--- src/rtl/pipe_elastic_chain_pkg.sv ---
// Shared definitions for the elastic pipeline chain: CPU stage indices and default sizing.
package pipe_elastic_chain_pkg;

    typedef enum logic [1:0] {
        PIPE_IF_ID  = 2'd0,
        PIPE_ID_EX  = 2'd1,
        PIPE_EX_MEM = 2'd2,
        PIPE_MEM_WB = 2'd3
    } pipe_stage_e;

    localparam int PIPE_CPU_STAGES    = 4;
    localparam int PIPE_DEFAULT_WIDTH = 64;
    localparam int PIPE_DEFAULT_CNT_W = 32;

endpackage

--- src/rtl/pipe_elastic_stage.sv ---
// One elastic pipeline slot: valid bit plus payload, with load, drain and flush.
module pipe_elastic_stage #(
    parameter int WIDTH = 64
) (
    input  logic             clk,
    input  logic             reset,
    input  logic             load,
    input  logic             drain,
    input  logic             flush,
    input  logic [WIDTH-1:0] load_data,
    output logic             valid,
    output logic [WIDTH-1:0] data
);

    logic             valid_d, valid_q;
    logic [WIDTH-1:0] data_d, data_q;

    // Flush beats load beats drain; a drained slot keeps stale data but is marked empty.
    always_comb begin
        valid_d = valid_q;
        data_d  = data_q;
        if (flush) begin
            valid_d = 1'b0;
            data_d  = '0;
        end else if (load) begin
            valid_d = 1'b1;
            data_d  = load_data;
        end else if (drain) begin
            valid_d = 1'b0;
        end
    end

    always_ff @(posedge clk or posedge reset) begin
        if (reset) begin
            valid_q <= 1'b0;
            data_q  <= '0;
        end else begin
            valid_q <= valid_d;
            data_q  <= data_d;
        end
    end

    assign valid = valid_q;
    assign data  = data_q;

endmodule

--- src/rtl/pipe_elastic_chain.sv ---
// N-stage elastic pipeline chain with per-stage hold/flush and forwarding taps.
// Optional perf counters are enabled by defining PIPE_PERF_CNT_EN.
module pipe_elastic_chain
    import pipe_elastic_chain_pkg::*;
#(
    parameter int WIDTH  = PIPE_DEFAULT_WIDTH,
    parameter int STAGES = PIPE_CPU_STAGES,
    parameter int CNT_W  = PIPE_DEFAULT_CNT_W
) (
    input  logic                         clk,
    input  logic                         reset,
    input  logic                         in_valid,
    output logic                         in_ready,
    input  logic [WIDTH-1:0]             in_data,
    output logic                         out_valid,
    input  logic                         out_ready,
    output logic [WIDTH-1:0]             out_data,
    input  logic [STAGES-1:0]            stage_hold,
    input  logic [STAGES-1:0]            flush_mask,
    output logic [STAGES-1:0]            stage_valid,
    output logic [STAGES*WIDTH-1:0]      stage_data,
    output logic [$clog2(STAGES+1)-1:0]  occupancy,
    output logic [CNT_W-1:0]             stall_cnt,
    output logic [CNT_W-1:0]             bubble_cnt
);

    localparam int OCC_W = $clog2(STAGES+1);

    logic [STAGES-1:0] v;
    logic [STAGES-1:0] move;
    logic [STAGES-1:0] load;
    logic              acc_head;
    logic [WIDTH-1:0]  sdata [STAGES];

    // Ready ripples from the consumer back to the producer; in_valid never enters it.
    always_comb begin : accept_chain
        logic [STAGES:0]   a;
        logic [STAGES-1:0] m;
        a         = '0;
        m         = '0;
        a[STAGES] = out_ready;
        for (int k = STAGES - 1; k >= 0; k--) begin
            m[k] = v[k] & ~stage_hold[k] & a[k+1];
            a[k] = ~v[k] | m[k];
        end
        acc_head = a[0];
        move     = m;
    end

    always_comb begin
        load    = '0;
        load[0] = in_valid & acc_head;
        for (int k = 1; k < STAGES; k++) begin
            load[k] = move[k-1];
        end
    end

    for (genvar k = 0; k < STAGES; k++) begin : g_stage
        logic [WIDTH-1:0] src;
        if (k == 0) begin : g_head
            assign src = in_data;
        end else begin : g_link
            assign src = sdata[k-1];
        end

        pipe_elastic_stage #(.WIDTH(WIDTH)) u_stage (
            .clk       (clk),
            .reset     (reset),
            .load      (load[k]),
            .drain     (move[k]),
            .flush     (flush_mask[k]),
            .load_data (src),
            .valid     (v[k]),
            .data      (sdata[k])
        );

        assign stage_data[k*WIDTH +: WIDTH] = sdata[k];
    end

    always_comb begin
        occupancy = '0;
        for (int k = 0; k < STAGES; k++) begin
            occupancy = occupancy + OCC_W'(v[k]);
        end
    end

    assign in_ready    = acc_head;
    assign stage_valid = v;
    assign out_valid   = v[STAGES-1] & ~stage_hold[STAGES-1];
    assign out_data    = sdata[STAGES-1];

`ifdef PIPE_PERF_CNT_EN
    logic [CNT_W-1:0] stall_cnt_d, stall_cnt_q;
    logic [CNT_W-1:0] bubble_cnt_d, bubble_cnt_q;

    // Producer blocked, and consumer willing but starved; both wrap naturally.
    always_comb begin
        stall_cnt_d  = stall_cnt_q;
        bubble_cnt_d = bubble_cnt_q;
        if (in_valid & ~in_ready) begin
            stall_cnt_d = stall_cnt_q + CNT_W'(1);
        end
        if (out_ready & ~out_valid) begin
            bubble_cnt_d = bubble_cnt_q + CNT_W'(1);
        end
    end

    always_ff @(posedge clk or posedge reset) begin
        if (reset) begin
            stall_cnt_q  <= '0;
            bubble_cnt_q <= '0;
        end else begin
            stall_cnt_q  <= stall_cnt_d;
            bubble_cnt_q <= bubble_cnt_d;
        end
    end

    assign stall_cnt  = stall_cnt_q;
    assign bubble_cnt = bubble_cnt_q;
`else
    assign stall_cnt  = '0;
    assign bubble_cnt = '0;
`endif

endmodule

--- config.mk ---
export PLATFORM = sky130hd
export DESIGN_NAME = pipe_elastic_chain
export DESIGN_NICKNAME = d
export VERILOG_FILES = /design/src/rtl/pipe_elastic_chain_pkg.sv /design/src/rtl/pipe_elastic_stage.sv /design/src/rtl/pipe_elastic_chain.sv
export SDC_FILE = /design/constraint.sdc
export NUM_CORES = 1
export LEC_CHECK = 0
export BUFFER_PORTS_ARGS = -buffer_cell sky130_fd_sc_hd__clkbuf_2
export CELL_PAD_IN_SITES_DETAIL_PLACEMENT = 0
export CELL_PAD_IN_SITES_GLOBAL_PLACEMENT = 1
export CORE_MARGIN = 10
export CORE_UTILIZATION = 37
export CTS_CLUSTER_DIAMETER = 100
export DETAILED_ROUTE_END_ITERATION = 7
export GPL_ROUTABILITY_DRIVEN = 0
export GPL_TIMING_DRIVEN = 0
export PLACE_DENSITY = 0.83
export SYNTH_ARGS = -nofsm -noshare
export SYNTH_HDL_FRONTEND = slang
export SYNTH_SLANG_ARGS = --single-unit
--- constraint.sdc ---
create_clock -name clk -period 8.65 [get_ports clk]
set_input_delay 0.4325 -clock clk [delete_from_list [all_inputs] [get_ports clk]]
set_output_delay 0.4325 -clock clk [all_outputs]
set_load 0.01 [all_outputs]
==> summary.md <==
| Metric | Value |
|---|---|
| Setup Total Neg Slack | `0 ns` |
| FF+latch area | `6510 sq um` |
| Setup-violating endpoint count in the final report | `0` |
| Final critical-path share of the clock period | `0.356` |
| Post-CTS setup-driven buffer insertion count | `0` |
| # nets final | `about 1700` |
| Seq/Total Area, Yosys | `0.534` |
| Share of the synthesized area in compound gates (AO/OA/AOI/OAI) | `0.150` |
| Count of nets left with antenna violations after detail routing | `0` |
| Slew Limit Fails | `0` |
| Worst Path Max Fanout | `10` |
| Total Power | `2.77 mW` |
| Switching power total | `0.717 mW` |
| Max Clock Freq | `roughly 320 MHz` |
| Die area | `40600 sq um` |
| Chip width | `roughly 200 um` |
| Part of the power in registers | `0.468` |
| Share of synthesized cell area in full adder, half adder and majority cells | `0.00370` |
| Final hold vios | `0` |
| Data arrival time of the critical path | `2.65 ns` |
| Leakage power | `7.92 nW` |
| Count of input and output buffers | `401` |
| Fill count | `3188` |
| Count of clock tree sinks | `260` |
| Pin count of the biggest net entering global routing | `127` |
| Worst slew slack as a fraction of its limit | `0.115` |
| Grt total ovfl | `0` |
| Flip-flop and latch count after synthesis | `260` |
| Combined buffer and inverter count along the critical path | `4` |
| Layout area overhead | `30.9%` |
| TritonCTS Buffers | `29` |
| Number of levels in the clock H-tree | `1` |
| Hold-fix buffer count after cts | `1` |
| Cell with the most instances on the worst path | `sky130_fd_sc_hd__ha_1` |
| Standard-cell rows | `between 60 and 70` |
| Antenna violations before repair | `4` |
| Final design area excluding fillers | `16000 sq um` |
| Synthesized-area fraction occupied by and/or/nand/nor cells | `0.138` |
| Worst setup path start | `g_stage[1].u_stage.valid$_DFFE_PP0P_` |
| Critical Path End Type | `output port` |
| Ordered list of cells on the worst path | `inv_2 > clkbuf_1 > fa_1 > inv_1 > ha_1 > ha_1 > clkbuf_2` |
| Proportion of netlist area held by the largest area contributor | `0.534` |
| Average wire per cell in the routed design | `19.9 um` |
| Hold/Removal Path Class | `input pin to register` |
| Run status | `complete, no violations` |
| Worst setup path class | `register to output port` |
| Cell type of the slowest stage on the worst timing path | `sky130_fd_sc_hd__fa_1` |
| Placeable core region | `32500 sq um` |
| Number of global-route vias before repair | `approximately 11000` |
| Required time reported for the critical path endpoint | `8.22 ns` |
| Number of max-capacitance violations reported | `0` |
| CTS Root Buffer Type | `sky130_fd_sc_hd__clkbuf_16` |
| Final wirelength | `42400 um` |
| Ys Warns | `0` |
| Clock transition at the registers of the reported paths | `0.06 ns` |
| Count of routing violations after the opening detailed-route iteration | `504` |
| Start point of the worst min-delay path | `in_data[35]` |
| Crit Reg-Reg Startpoint | `g_stage[2].u_stage.valid$_DFFE_PP0P_` |
| First-pass GRT wire length | `65100 um` |
| Top delay family on crit path | `adder cells` |
| TritonCTS clock tree | `done` |
| Placed inst area | `between 15000 and 20000 sq um` |
| Resized Gates After CTS | `0` |
| Via/cell ratio | `4.77` |
| Maximum clock insertion buffer count | `3` |
| Power per cell area | `174 nW/um^2` |
| Avg Inst Size Synth | `10.4 sq um` |
| Worst IR drop on VDD | `0.146 mV` |
| Top-level port count | `469` |
| Post-synthesis xor/xnor area fraction | `0` |
| Sum of net half-perimeters after detailed placement | `32300 um` |
| Clock network latency to the later pin of the worst-skew pair | `0.54 ns` |
| Summed instance area of the synthesized netlist | `12200 sq um` |
| Multiplexer area fraction after synthesis | `0.0526` |
| Number of library cell types mapped by synthesis | `30` |
| Main combinational cell family by area after synthesis | `compound AO/OA/AOI/OAI gates` |
| Clock skew after layout | `between 0.009 and 0.01 ns` |
| Number of optimization iterations in the first detailed-route pass | `5` |
| Clock share of power | `0.420` |
| Die Y | `just over 200 um` |
| Most area-consuming cells after synthesis | `sky130_fd_sc_hd__dfrtp_1 53%, sky130_fd_sc_hd__buf_4 8.9%, sky130_fd_sc_hd__nand2b_1 6.7%` |
| Area of the multi-input gates | `4440 sq um` |
| Combinational cell fraction of total power | `0.112` |
| Number of design rule violations left after detail routing | `0` |
| RSZ-0062 raised after global routing | `no` |
| Internal power | `2.06 mW` |
| Share of layout cells above drive strength 1 | `0.365` |
| Initial Utilization | `0.374` |
| Synthesized instance count | `~1200` |
| Final worst path period need | `3.08 ns` |
| Largest incremental delay on the critical path | `0.50 ns` |
| Overall global routing resource usage | `0.201` |
| Via total after detailed routing | `10200` |
| Switching Share | `0.259` |
| Slew at the pin closest to its max-slew limit | `1.32 ns` |
| Area leader, netlist | `sky130_fd_sc_hd__dfrtp_1` |
| Startpoint Class | `register` |
==> Yosys cell counts (all sizes together) <==
master / instances
a21o: 3
a21oi: 133
a22o: 65
a31o: 1
a31oi: 1
a41o: 1
buf: 165
clkbuf: 61
conb: 1
dfrtp: 260
fa: 1
ha: 2
inv: 8
mux2i: 64
nand2: 131
nand2b: 131
nand3: 64
nor2: 5
nor2b: 3
nor4b: 1
o211ai: 65
o21ai: 2
o21ba: 1
o41ai: 1
==> power groups by stage <==
stage,registers [mW],logic (mW),clock network (mW)
floorplan,1.32,0.172,0
global placement,1.32,0.307,0
detailed placement,1.32,0.314,0
CTS,1.30,0.315,1.20
global route,1.30,0.341,1.24
finish,1.30,0.312,1.16
==> worst reg2reg max path, stage by stage, from the launching register on <==
cell and delay (ns):
sky130_fd_sc_hd__dfrtp_1 0.51, sky130_fd_sc_hd__nor2_1 0.09, sky130_fd_sc_hd__o21ai_1 1.01, sky130_fd_sc_hd__clkbuf_1 0.41
sky130_fd_sc_hd__nand3_1 0.15, sky130_fd_sc_hd__a21oi_1 0.21
==> cell usage in the layout (no fill, tap or decap), drive strengths merged, types with 3 or more instances in the layout <==
| cell type | netlist | routed |
|---|---|---|
| nand2 | 131 | 131 |
| a22o | 65 | 65 |
| o211ai | 65 | 65 |
| nor2 | 5 | 5 |
| clkbuf | 61 | 506 |
| dfrtp | 260 | 260 |
| buf | 165 | 167 |
| a21oi | 133 | 133 |
| diode | 0 | 4 |
| nand3 | 64 | 64 |
| nand2b | 131 | 131 |
| inv | 8 | 8 |
| mux2i | 64 | 64 |
| a21o | 3 | 3 |
| conb | 1 | 64 |
| nor2b | 3 | 3 |
==> flip-flops by register name, summed over array words and instances (netlist names) <==
name and cells:
g_stage.u_stage.valid 4, g_stage.u_stage.data 256
==> metrics by stage <==
stage | util | hold WS [ns] | cells | setup slack (ns)
final | 0.490 | 0.113 | 2131 | 5.57
after global routing | 0.490 | 0.0987 | 2131 | 5.40
after CTS | 0.490 | 0.0766 | 2127 | 5.53
after detailed placement | 0.462 | 0.387 | 2078 | 6.10
after global placement | 0.460 | 0.514 | 2076 | -2.03
after floorplan | - | 0.551 | 1233 | 1.06
==> path summary, 6_finish.rpt <==
| path | endpoint | slack [ns] | cells after the start |
|---|---|---|---|
| worst max-delay path | occupancy[1] | 5.57 | 7 |
| worst min-delay path | g_stage[0].u_stage.data[35]$_DFFE_PP0P_ | 0.11 | 2 |
| worst max register to register | g_stage[1].u_stage.data[52]$_DFFE_PP0P_ | 6.18 | 5 |
| worst min register to register | g_stage[0].u_stage.data[30]$_DFFE_PP0P_ | 0.53 | 1 |
| max in group asynchronous | g_stage[0].u_stage.data[19]$_DFFE_PP0P_ | 7.34 | 4 |
| min in group asynchronous | g_stage[2].u_stage.data[52]$_DFFE_PP0P_ | 0.40 | 3 |
==> per-layer routing <==
layer	vias to the layer above	share of wire	global-route usage
li1	4832	-	-
met1	4963	0.39	0.234
met2	314	0.52	0.356
met3	65	0.063	0.0492
met4	0	0.027	0.0588
met5	-	0	0
==> logic make-up after synthesis <==
group / Yosys count
DFF: 260
buffers and inverters: 234
AOI/OAI and AO/OA: 273
other: 1
adders and majority gates: 3
and+or+nand+nor: 335
muxes: 64
==> cell type report <==
class	instances	area share
diodes	4	0.000627
plain buffers	226	0.0908
repair buffers	404	0.130
multi-input cells	739	0.278
inverters	8	0.00235
flip-flops and latches	260	0.408
well taps	442	0.0347
clock buffers	44	0.0540
clock inverters	4	0.00157
(Power assumes the default switching activity.)
